$ cat config.mk
export PLATFORM = sky130hd
export DESIGN_NAME = snoop_bus_controller
export DESIGN_NICKNAME = d
export VERILOG_FILES = /design/src/rtl/snoop_bus_pkg.sv /design/src/rtl/snoop_bus_controller_rr_arbiter.sv /design/src/rtl/snoop_bus_controller.sv
export SDC_FILE = /design/constraint.sdc
export NUM_CORES = 1
export LEC_CHECK = 0
export ABC_AREA = 1
export CAP_MARGIN = 10
export CORE_MARGIN = 1.5
export CORE_UTILIZATION = 44
export CTS_BUF_LIST = sky130_fd_sc_hd__clkbuf_16
export DETAILED_ROUTE_END_ITERATION = 10
export PLACE_DENSITY = 0.65
export SLEW_MARGIN = 20
export SYNTH_ARGS = -nofsm -noshare
export SYNTH_HDL_FRONTEND = slang
export SYNTH_SLANG_ARGS = --single-unit
$ cat constraint.sdc
create_clock -name clock -period 5.2 [get_ports clock]
set_input_delay 0.78 -clock clock [delete_from_list [all_inputs] [get_ports clock]]
set_output_delay 0.78 -clock clock [all_outputs]
set_load 0.1 [all_outputs]
$ cat src/rtl/snoop_bus_pkg.sv
// Shared definitions for the snooping bus controller: bus commands, MSI line
// states, controller FSM states and default widths.
package snoop_bus_pkg;

    localparam logic [1:0] CMD_NONE   = 2'b00;
    localparam logic [1:0] CMD_RDMISS = 2'b01;
    localparam logic [1:0] CMD_WRMISS = 2'b10;
    localparam logic [1:0] CMD_INV    = 2'b11;

    localparam logic [1:0] I = 2'b00;
    localparam logic [1:0] S = 2'b01;
    localparam logic [1:0] M = 2'b10;

    localparam int unsigned TAG_W_DEF  = 5;
    localparam int unsigned DATA_W_DEF = 7;

    typedef enum logic [2:0] {
        IDLE,
        WB,
        BCAST,
        SNOOP,
        OWN_WB,
        MEM_RD,
        RSP
    } state_e;

endpackage

$ cat src/rtl/snoop_bus_controller_rr_arbiter.sv
// N-way round-robin arbiter: one-hot grant searched from the pointer upward,
// pointer moves past the completed winner when adv is pulsed.
module rr_arbiter #(
    parameter int unsigned N = 3
) (
    input  logic         clock,
    input  logic         reset,
    input  logic [N-1:0] req,
    input  logic         adv,
    input  logic [N-1:0] adv_gnt,
    output logic [N-1:0] gnt
);

    localparam int unsigned PTR_W = (N > 1) ? $clog2(N) : 1;

    logic [PTR_W-1:0] ptr_q, ptr_d;
    logic             found;

    always_comb begin
        gnt   = '0;
        found = 1'b0;
        // First pass covers indices at/above the pointer, second pass wraps.
        for (int unsigned i = 0; i < N; i++) begin
            if (!found && req[i] && (PTR_W'(i) >= ptr_q)) begin
                gnt[i] = 1'b1;
                found  = 1'b1;
            end
        end
        for (int unsigned i = 0; i < N; i++) begin
            if (!found && req[i] && (PTR_W'(i) < ptr_q)) begin
                gnt[i] = 1'b1;
                found  = 1'b1;
            end
        end

        ptr_d = ptr_q;
        if (adv) begin
            for (int unsigned i = 0; i < N; i++) begin
                if (adv_gnt[i]) begin
                    ptr_d = (i + 1 == N) ? '0 : PTR_W'(i + 1);
                end
            end
        end
    end

    always_ff @(posedge clock or posedge reset) begin
        if (reset) begin
            ptr_q <= '0;
        end else begin
            ptr_q <= ptr_d;
        end
    end

endmodule

$ cat src/rtl/snoop_bus_controller.sv
// Shared snooping bus stage behind the MSI caches: arbitrates misses and
// invalidates, broadcasts them, handles victim/owner writebacks and fills.
module snoop_bus_controller
    import snoop_bus_pkg::*;
#(
    parameter int unsigned NPROC   = 3,
    parameter int unsigned TAG_W   = TAG_W_DEF,
    parameter int unsigned DATA_W  = DATA_W_DEF,
    parameter int unsigned MEM_LAT = 2
) (
    input  logic                    clock,
    input  logic                    reset,
    input  logic [NPROC-1:0]        req_valid,
    input  logic [2*NPROC-1:0]      req_cmd,
    input  logic [TAG_W*NPROC-1:0]  req_tag,
    input  logic [NPROC-1:0]        wb_valid,
    input  logic [TAG_W*NPROC-1:0]  wb_tag,
    input  logic [DATA_W*NPROC-1:0] wb_data,
    output logic [NPROC-1:0]        gnt,
    output logic                    bus_valid,
    output logic [1:0]              bus_cmd,
    output logic [TAG_W-1:0]        bus_tag,
    output logic [NPROC-1:0]        bus_src,
    input  logic [NPROC-1:0]        snp_hit_m,
    input  logic [DATA_W*NPROC-1:0] snp_data,
    output logic                    rsp_valid,
    output logic [DATA_W-1:0]       rsp_data,
    output logic                    done_next,
    output logic                    mem_we,
    output logic                    proto_err
);

    localparam int unsigned CNT_W = (MEM_LAT > 1) ? $clog2(MEM_LAT) : 1;
    localparam logic [CNT_W-1:0] CNT_LAST = CNT_W'(MEM_LAT - 1);

    state_e              state_q, state_d;
    logic [NPROC-1:0]    gnt_q, gnt_d;
    logic [1:0]          cmd_q, cmd_d;
    logic [TAG_W-1:0]    tag_q, tag_d;
    logic [TAG_W-1:0]    wb_tag_q, wb_tag_d;
    logic [DATA_W-1:0]   wb_data_q, wb_data_d;
    logic [DATA_W-1:0]   fill_q, fill_d;
    logic [CNT_W-1:0]    cnt_q, cnt_d;
    logic                proto_err_q, proto_err_d;

    logic [DATA_W-1:0]   mem_q [2**TAG_W];
    logic                mem_wr_en;
    logic [TAG_W-1:0]    mem_wr_addr;
    logic [DATA_W-1:0]   mem_wr_data;

    logic [NPROC-1:0]    eligible;
    logic [NPROC-1:0]    arb_gnt;
    logic [NPROC-1:0]    hits;
    logic                go_wb;
    logic                own_found;

    always_comb begin
        eligible = '0;
        for (int unsigned i = 0; i < NPROC; i++) begin
            eligible[i] = req_valid[i] && (req_cmd[2*i +: 2] != CMD_NONE);
        end
    end

    rr_arbiter #(.N(NPROC)) u_arb (
        .clock   (clock),
        .reset   (reset),
        .req     (eligible),
        .adv     (state_q == RSP),
        .adv_gnt (gnt_q),
        .gnt     (arb_gnt)
    );

    assign hits = snp_hit_m & ~gnt_q;

    always_comb begin
        state_d     = state_q;
        gnt_d       = gnt_q;
        cmd_d       = cmd_q;
        tag_d       = tag_q;
        wb_tag_d    = wb_tag_q;
        wb_data_d   = wb_data_q;
        fill_d      = fill_q;
        cnt_d       = cnt_q;
        proto_err_d = proto_err_q;
        mem_wr_en   = 1'b0;
        mem_wr_addr = '0;
        mem_wr_data = '0;
        mem_we      = 1'b0;
        bus_valid   = 1'b0;
        rsp_valid   = 1'b0;
        done_next   = 1'b0;
        go_wb       = 1'b0;
        own_found   = 1'b0;

        case (state_q)
            IDLE: begin
                cnt_d = '0;
                for (int unsigned i = 0; i < NPROC; i++) begin
                    if (arb_gnt[i]) begin
                        cmd_d     = req_cmd[2*i +: 2];
                        tag_d     = req_tag[i*TAG_W +: TAG_W];
                        wb_tag_d  = wb_tag[i*TAG_W +: TAG_W];
                        wb_data_d = wb_data[i*DATA_W +: DATA_W];
                        go_wb     = wb_valid[i];
                    end
                end
                if (|arb_gnt) begin
                    gnt_d   = arb_gnt;
                    state_d = go_wb ? WB : BCAST;
                end
            end
            WB: begin
                mem_we = 1'b1;
                if (cnt_q == CNT_LAST) begin
                    mem_wr_en   = 1'b1;
                    mem_wr_addr = wb_tag_q;
                    mem_wr_data = wb_data_q;
                    cnt_d       = '0;
                    state_d     = BCAST;
                end else begin
                    cnt_d = cnt_q + 1'b1;
                end
            end
            BCAST: begin
                bus_valid = 1'b1;
                state_d   = SNOOP;
            end
            SNOOP: begin
                if (cmd_q == CMD_INV) begin
                    state_d = RSP;
                end else if (|hits) begin
                    for (int unsigned i = 0; i < NPROC; i++) begin
                        if (!own_found && hits[i]) begin
                            own_found = 1'b1;
                            fill_d    = snp_data[i*DATA_W +: DATA_W];
                        end
                    end
                    // More than one bit set means two caches claim M.
                    if ((hits & (hits - 1'b1)) != '0) begin
                        proto_err_d = 1'b1;
                    end
                    state_d = OWN_WB;
                end else begin
                    state_d = MEM_RD;
                end
            end
            OWN_WB: begin
                mem_we = 1'b1;
                if (cnt_q == CNT_LAST) begin
                    mem_wr_en   = 1'b1;
                    mem_wr_addr = tag_q;
                    mem_wr_data = fill_q;
                    cnt_d       = '0;
                    state_d     = RSP;
                end else begin
                    cnt_d = cnt_q + 1'b1;
                end
            end
            MEM_RD: begin
                if (cnt_q == CNT_LAST) begin
                    fill_d  = mem_q[tag_q];
                    cnt_d   = '0;
                    state_d = RSP;
                end else begin
                    cnt_d = cnt_q + 1'b1;
                end
            end
            RSP: begin
                rsp_valid = (cmd_q != CMD_INV);
                done_next = 1'b1;
                gnt_d     = '0;
                state_d   = IDLE;
            end
            default: begin
                state_d = IDLE;
            end
        endcase
    end

    always_ff @(posedge clock or posedge reset) begin
        if (reset) begin
            state_q     <= IDLE;
            gnt_q       <= '0;
            cmd_q       <= '0;
            tag_q       <= '0;
            wb_tag_q    <= '0;
            wb_data_q   <= '0;
            fill_q      <= '0;
            cnt_q       <= '0;
            proto_err_q <= 1'b0;
        end else begin
            state_q     <= state_d;
            gnt_q       <= gnt_d;
            cmd_q       <= cmd_d;
            tag_q       <= tag_d;
            wb_tag_q    <= wb_tag_d;
            wb_data_q   <= wb_data_d;
            fill_q      <= fill_d;
            cnt_q       <= cnt_d;
            proto_err_q <= proto_err_d;
        end
    end

    // Memory contents survive reset; only the write port is clocked here.
    always_ff @(posedge clock) begin
        if (mem_wr_en) begin
            mem_q[mem_wr_addr] <= mem_wr_data;
        end
    end

    assign gnt       = gnt_q;
    assign bus_cmd   = bus_valid ? cmd_q : '0;
    assign bus_tag   = bus_valid ? tag_q : '0;
    assign bus_src   = bus_valid ? gnt_q : '0;
    assign rsp_data  = rsp_valid ? fill_q : '0;
    assign proto_err = proto_err_q;

endmodule

==> flow_summary_export.csv, run 1 <==
group,metric,value,unit
yosys,synthArstFlopShare,0.138,
pwr,report.power.total,7230,uW
sta,period_share,0.766,
route,finalWirelength,29600,um
yosys,synth_ff_type,"edfxtp_1",
critical_path,arrival,3.20,ns
yosys,ys_types,36,
yosys,syn_nets,1355,
status,outcome,"completed",
clock_tree,clock_latency,0.53,ns
route,ant_nets,0,
route,avgViaCountPerCell,5.16,
clock_tree,clk_pin_slew,0.06,ns
critical_path,setup.worst_path.start_class,"flip-flop",
sta,fin_ws,1.22,ns
finish,fillCellCount,2423,
grt,grt_pass1_vias,8664,
clock_tree,cts_root_buf,"clkbuf_16",
grt,antenna_found_initial,0,
yosys,synthTopCellsByCount,"558 x nand2_1, 224 x edfxtp_1, 197 x nand3_1",
critical_path,cp_top_family,"buffers and inverters",
critical_path,path_class,"flip-flop to primary output",
pwr,ir_worst_vdd,0.000253,V
finish,antennaDiodeCount,0,
yosys,ys_warn_count,0,
floorplanning,rows,60,
critical_path,cp-end-kind,"primary output",
critical_path,path_buf_inv,2,
critical_path,critPathMaxFanout,45,
sta,final.min_clock_period,3.98,ns
yosys,synth_top_cell_by_area,"edfxtp_1",
critical_path,crit_chain,"inv_2 -> nor2_1 -> clkdlybuf4s50_1",
pwr,power_leakage,0.00576,uW
clock_tree,cts_made_buffers,26,
floorplanning,initial_core_util,0.446,
yosys,ys_seq_area_frac,0.637,
critical_path,cp.depth,3,
sta,fin_worst_skew,0.0191,ns
clock_tree,post_cts_buffers,0,
route,drc_errors,0,
clock_tree,cts_tree,"built",
floorplanning,fp.coreArea,26800,um^2
finish,multi_input_area,3800,um^2
sta,timing_hold_violations_final,0,
pwr,power_density,511,nW/um^2
route,drtIter0Drc,750,
clock_tree,cts.repair.resized,0,
critical_path,worst_r2r_path_depth,12,
clock_tree,htreeDepth,1,
place,place_ws,1.73,ns
critical_path,reg2reg_slack,2.02,ns
worst_hold_path,holdCritPathClass,"flip-flop to flip-flop",
clock_tree,cts_num_sinks,260,
clock_tree,cts_hold_buf,0,
yosys,synth_seq_cells,260,
finish,regArea,7630,um^2
yosys,yosysMostFrequentCell,"nand2_1",
place,place_congestion,0.837,
sta,setup-violations-final,0,
yosys,synth.top_cell.area_share,0.562,
place,dp_hpwl,19000,um
worst_hold_path,min_path_cells,1,
floorplanning,die_h,168,um
place,portBuffers,113,
yosys,syn_area_per_cell,9.45,um^2
sta,slew_violations,0,
grt,grt-ovfl-total,0,
sta,max_freq,251,MHz
yosys,synth-edff-count,224,
route,detail_route.wl_per_cell,17.2,um
floorplanning,die_area,28200,um^2
critical_path,cp_slowest_stage_delay,1.15,ns
yosys,synthCells,1266,
finish,layout-drive-gt1-share,0.0696,
floorplanning,dieWidth,168,um
finish,syn_to_final_growth,18.2,%
sta,slew_headroom,0.304,
critical_path,crit_required,4.42,ns
grt,grt_pass1_wl,47100,um
sta,rsz0062_at_grt,"false",
clock_tree,clockBufferDepth,3,
yosys,yosys-top-cells-area,"edfxtp_1 56%, nand2_1 18%, nand3_1 8.2%",
critical_path,crit_slowest_cell,"clkdlybuf4s50_1",
sta,fin_setup_tns,0,ns
sta,worstMarginPinSlew,1.04,ns
route,firstDrtPassIters,5,
yosys,synth_area,12000,um^2
grt,grt_start_max_net_pins,92,
job,drv_cap,0,
finish,fin_nets,1448,
route,vias,8879,
grt,grt_use_total,0.214,
floorplanning,ioPinCount,114,
## metal layers
metal | up-vias | global-route usage | part of all wire | wire, um
li1 | 4405 | - | - | -
met1 | 4150 | 0.293 | 0.44 | 13100
met2 | 281 | 0.355 | 0.48 | 14100
met3 | 43 | 0.0315 | 0.057 | 1680
met4 | 0 | 0.0631 | 0.023 | 669
met5 | - | 0 | 0 | 0
## cell families (layout without fill, tap and decap cells)
kind of cell	Yosys count	count (layout)	share of synthesized area
AOI/OAI and AO/OA	47	47	0.0252
DFF	260	260	0.637
buffers and inverters	122	235	0.0475
and+or+nand+nor	837	837	0.290
## sequential cells by signal (all words and copies together), names as in the netlist
register,count
mem_q,224
state_q,3
fill_q,7
wb_data_q,7
cnt_q,1
cmd_q,2
gnt,3
wb_tag_q,5
u_arb.ptr_q,2
tag_q,5
proto_err,1
## area by class of cell
cell class                      count  share of cell area
Multi-Input combinational cell    884               0.269
Timing Repair Buffer              129              0.0883
Sequential cell                   260               0.539
Inverter                           58              0.0157
Tap cell                          341              0.0302
Clock buffer                       27              0.0478
Clock inverter                     21             0.00973
## layout by cell type, fill, tap and decap left out, types with 2 or more instances in the layout
| master | netlist | routed |
|---|---|---|
| dfrtp_1 | 36 | 34 |
| nor2_1 | 61 | 60 |
| o211ai_1 | 7 | 7 |
| bufinv_16 | 0 | 2 |
| o21ai_1 | 2 | 2 |
| inv_4 | 2 | 2 |
| clkbuf_16 | 0 | 27 |
| clkinv_1 | 1 | 8 |
| buf_4 | 11 | 17 |
| nand2_2 | 7 | 7 |
| inv_1 | 43 | 52 |
| nor3_1 | 3 | 2 |
| a21oi_2 | 3 | 10 |
| inv_2 | 12 | 12 |
| a21oi_1 | 21 | 14 |
| edfxtp_1 | 224 | 224 |
| clkinv_2 | 0 | 2 |
| nand3_1 | 197 | 197 |
| o22ai_2 | 3 | 3 |
| clkdlybuf4s50_1 | 0 | 112 |
| nand2_1 | 558 | 558 |
| nor2_2 | 3 | 4 |
| o21ai_0 | 6 | 6 |
| nor3_2 | 1 | 2 |
| dfrtp_2 | 0 | 2 |
## per-stage QoR
stage           util  cells  hold WS [ns]  instance area [um^2]
6_report       0.528   1720         0.479                 14100
5_1_grt        0.528   1720         0.494                 14100
4_1_cts        0.528   1720         0.484                 14100
3_5_place_dp   0.497   1672         0.469                 13300
3_3_place_gp   0.497   1672         0.459                 13300
2_1_floorplan      -   1266         0.449                 12000
## worst paths after layout
path,from,to
max reg2reg,tag_q[0],fill_q[2]
max,tag_q[0],bus_tag[0]
max in group asynchronous,reset,tag_q[0]
min reg2reg,proto_err,proto_err
min in group asynchronous,reset,wb_tag_q[2]
min,proto_err,proto_err
## power by group
group	internal, uW	total [uW]	switching [uW]
Sequential	2490	2690	200
Clock	1030	1780	750
Combinational	757	2760	2000
Total	4280	7230	2950
Power figures use the tool's default switching activity.
==> run 2, diff against run 1 <==
PLACE_DENSITY = 0.67   (was 0.65)
clock period = 3.4 ns   (was 5.2 ns; I/O delays follow)
==> run 2 against run 1 <==
  * Clock power increased by 55%
  * Register-to-register slack lost 1.2 ns
  * Final cell count up 0.29%
  * Non-clock buffer count increased by 5
  * Die area stayed put
  * Via count is 2.4% higher
  * Setup slack worse by 0.55 ns
  * Cell area increased by 0.91%
  * Highest routed layer unchanged
==> flow_summary_export.csv, run 2 (same netlist as run 1, synthesis figures left out) <==
group,metric,value,unit
status,outcome,"completed",
pwr,report.power.total,11200,uW
sta,fin_worst_skew,0.0156,ns
route,detail_route.wl_per_cell,17.4,um
pwr,power_density,783,nW/um^2
clock_tree,htreeDepth,1,
critical_path,setup.worst_path.start_class,"flip-flop",
finish,stdcell_count,1725,
finish,fin_nets,1453,
finish,fillCellCount,2380,
finish,design_area,14300,um^2
sta,final.min_clock_period,2.74,ns
pwr,power_leakage,0.00585,uW
sta,slew_violations,0,
critical_path,arrival,2.23,ns
sta,setup-violations-final,0,
place,placedCellCount,1677,
clock_tree,clockBufferDepth,3,
finish,layout_common_cells,"558 x nand2_1, 224 x edfxtp_1, 197 x nand3_1",
clock_tree,cts_made_buffers,26,
finish,regArea,7630,um^2
floorplanning,initial_core_util,0.446,
place,portBuffers,113,
sta,rsz0062_at_grt,"false",
route,drtIter0Drc,880,
finish,final_common_cell,"nand2_1",
finish,antennaDiodeCount,0,
finish,multi_input_area,3860,um^2
clock_tree,cts_hold_buf,0,
route,vias,9089,
clock_tree,cts.repair.resized,0,
grt,grt_start_max_net_pins,114,
sta,timing_hold_violations_final,0,
sta,slew_headroom,0.308,
route,avgViaCountPerCell,5.27,
floorplanning,rows,60,
floorplanning,dieWidth,168,um
finish,syn_to_final_growth,19.3,%
critical_path,path_class,"flip-flop to primary output",
clock_tree,clock_latency,0.53,ns
route,finalWirelength,30000,um
clock_tree,cts_tree,"built",
finish,layout-drive-gt1-share,0.105,
finish,reg_top3,"mem_q (224), fill_q (7), wb_data_q (7)",
sta,holdWs,0.386,ns
finish,largest_reg_flops,224,
sta,worstMarginPinSlew,1.04,ns
sta,max_freq,366,MHz
grt,grt-ovfl-total,0,
floorplanning,fp.coreArea,26800,um^2
place,dp_hpwl,19100,um
critical_path,crit_required,2.89,ns
floorplanning,die_area,28200,um^2
clock_tree,clk_pin_slew,0.07,ns
finish,regMostFlops,"mem_q",
pwr,ir_worst_vdd,0.000508,V
critical_path,rr_endpoint,"mem_q[17][5]",
grt,grt_use_total,0.214,
clock_tree,cts_num_sinks,260,
critical_path,worst_r2r_path_depth,7,
grt,grt_pass1_vias,8737,
grt,grt_pass1_wl,47400,um
job,drv_cap,0,
clock_tree,post_cts_buffers,0,
route,ant_nets,0,
critical_path,cp-end-kind,"primary output",
place,place_congestion,0.870,
route,firstDrtPassIters,5,
place,dpl_cell_area,13400,um^2
sta,period_share,0.805,
floorplanning,ioPinCount,114,
critical_path,critPathMaxFanout,11,
clock_tree,cts_root_buf,"clkbuf_16",
worst_hold_path,holdCritPathClass,"input port to async pin",
critical_path,reg2reg_slack,0.84,ns
grt,antenna_found_initial,0,
floorplanning,die_h,168,um
critical_path,rr_startpoint,"state_q[0]",
route,drc_errors,0,
==> run 2: cell count changes in the layout (fill, tap and decap cells not counted), sizes merged <==
cell / before / now
buf: 17 / 43
clkdlybuf4s50: 112 / 91
clkinv: 10 / 13
inv: 66 / 63
bufinv: 2 / 1
clkbuf: 27 / 28
==> run 2: worst max-delay path by stage <==
stage          startpoint         end  slack [ns]  depth (start not counted)
2_1_floorplan  state_q[0]  bus_cmd[0]       -0.15                          4
6_report       state_q[0]  bus_tag[4]        0.66                          4
3_5_place_dp   req_cmd[3]    tag_q[4]        0.62                         12
4_1_cts        state_q[0]  bus_tag[4]        0.62                          4
5_1_grt        state_q[0]  bus_tag[4]        0.57                          4
3_3_place_gp   req_cmd[3]    tag_q[1]        0.70                         12
==> run 2: cell type report <==
| class | count | share of cell area |
|---|---|---|
| sequential | 260 | 0.535 |
| multi-input combinational | 884 | 0.270 |
| timing repair buffer | 134 | 0.0917 |
| clock buffer | 28 | 0.0491 |
| tap | 341 | 0.0299 |
| inverter | 58 | 0.0156 |
| clock inverter | 20 | 0.00877 |
==> run 2: worst max-delay path: stages, from the launching register on <==
cell and delay [ns]:
dfrtp_1 0.46, nor3_2 0.29, inv_1 0.34, nor2_2 0.28, buf_4 0.33
==> run 2: power by group <==
part	switching [uW]	total, uW	internal (uW)
clock	1200	2760	1560
sequential	211	4020	3810
combinational	3190	4400	1200
total	4600	11200	6570
==> run 2: per-stage QoR <==
step	setup WS, ns	utilization	setup TNS, ns
final	0.664	0.533	0
after global routing	0.568	0.533	0
after CTS	0.621	0.533	0
after detailed placement	0.617	0.502	0
after global placement	0.702	0.502	0
after floorplan	-0.147	-	-2.50
==> run 2: layer usage <==
metal | part of all wire | GRT usage | vias up
met4 | 0.023 | 0.0580 | 0
met2 | 0.49 | 0.361 | 302
met5 | 0 | 0 | -
met1 | 0.42 | 0.292 | 4320
li1 | - | - | 4407
met3 | 0.060 | 0.0291 | 60
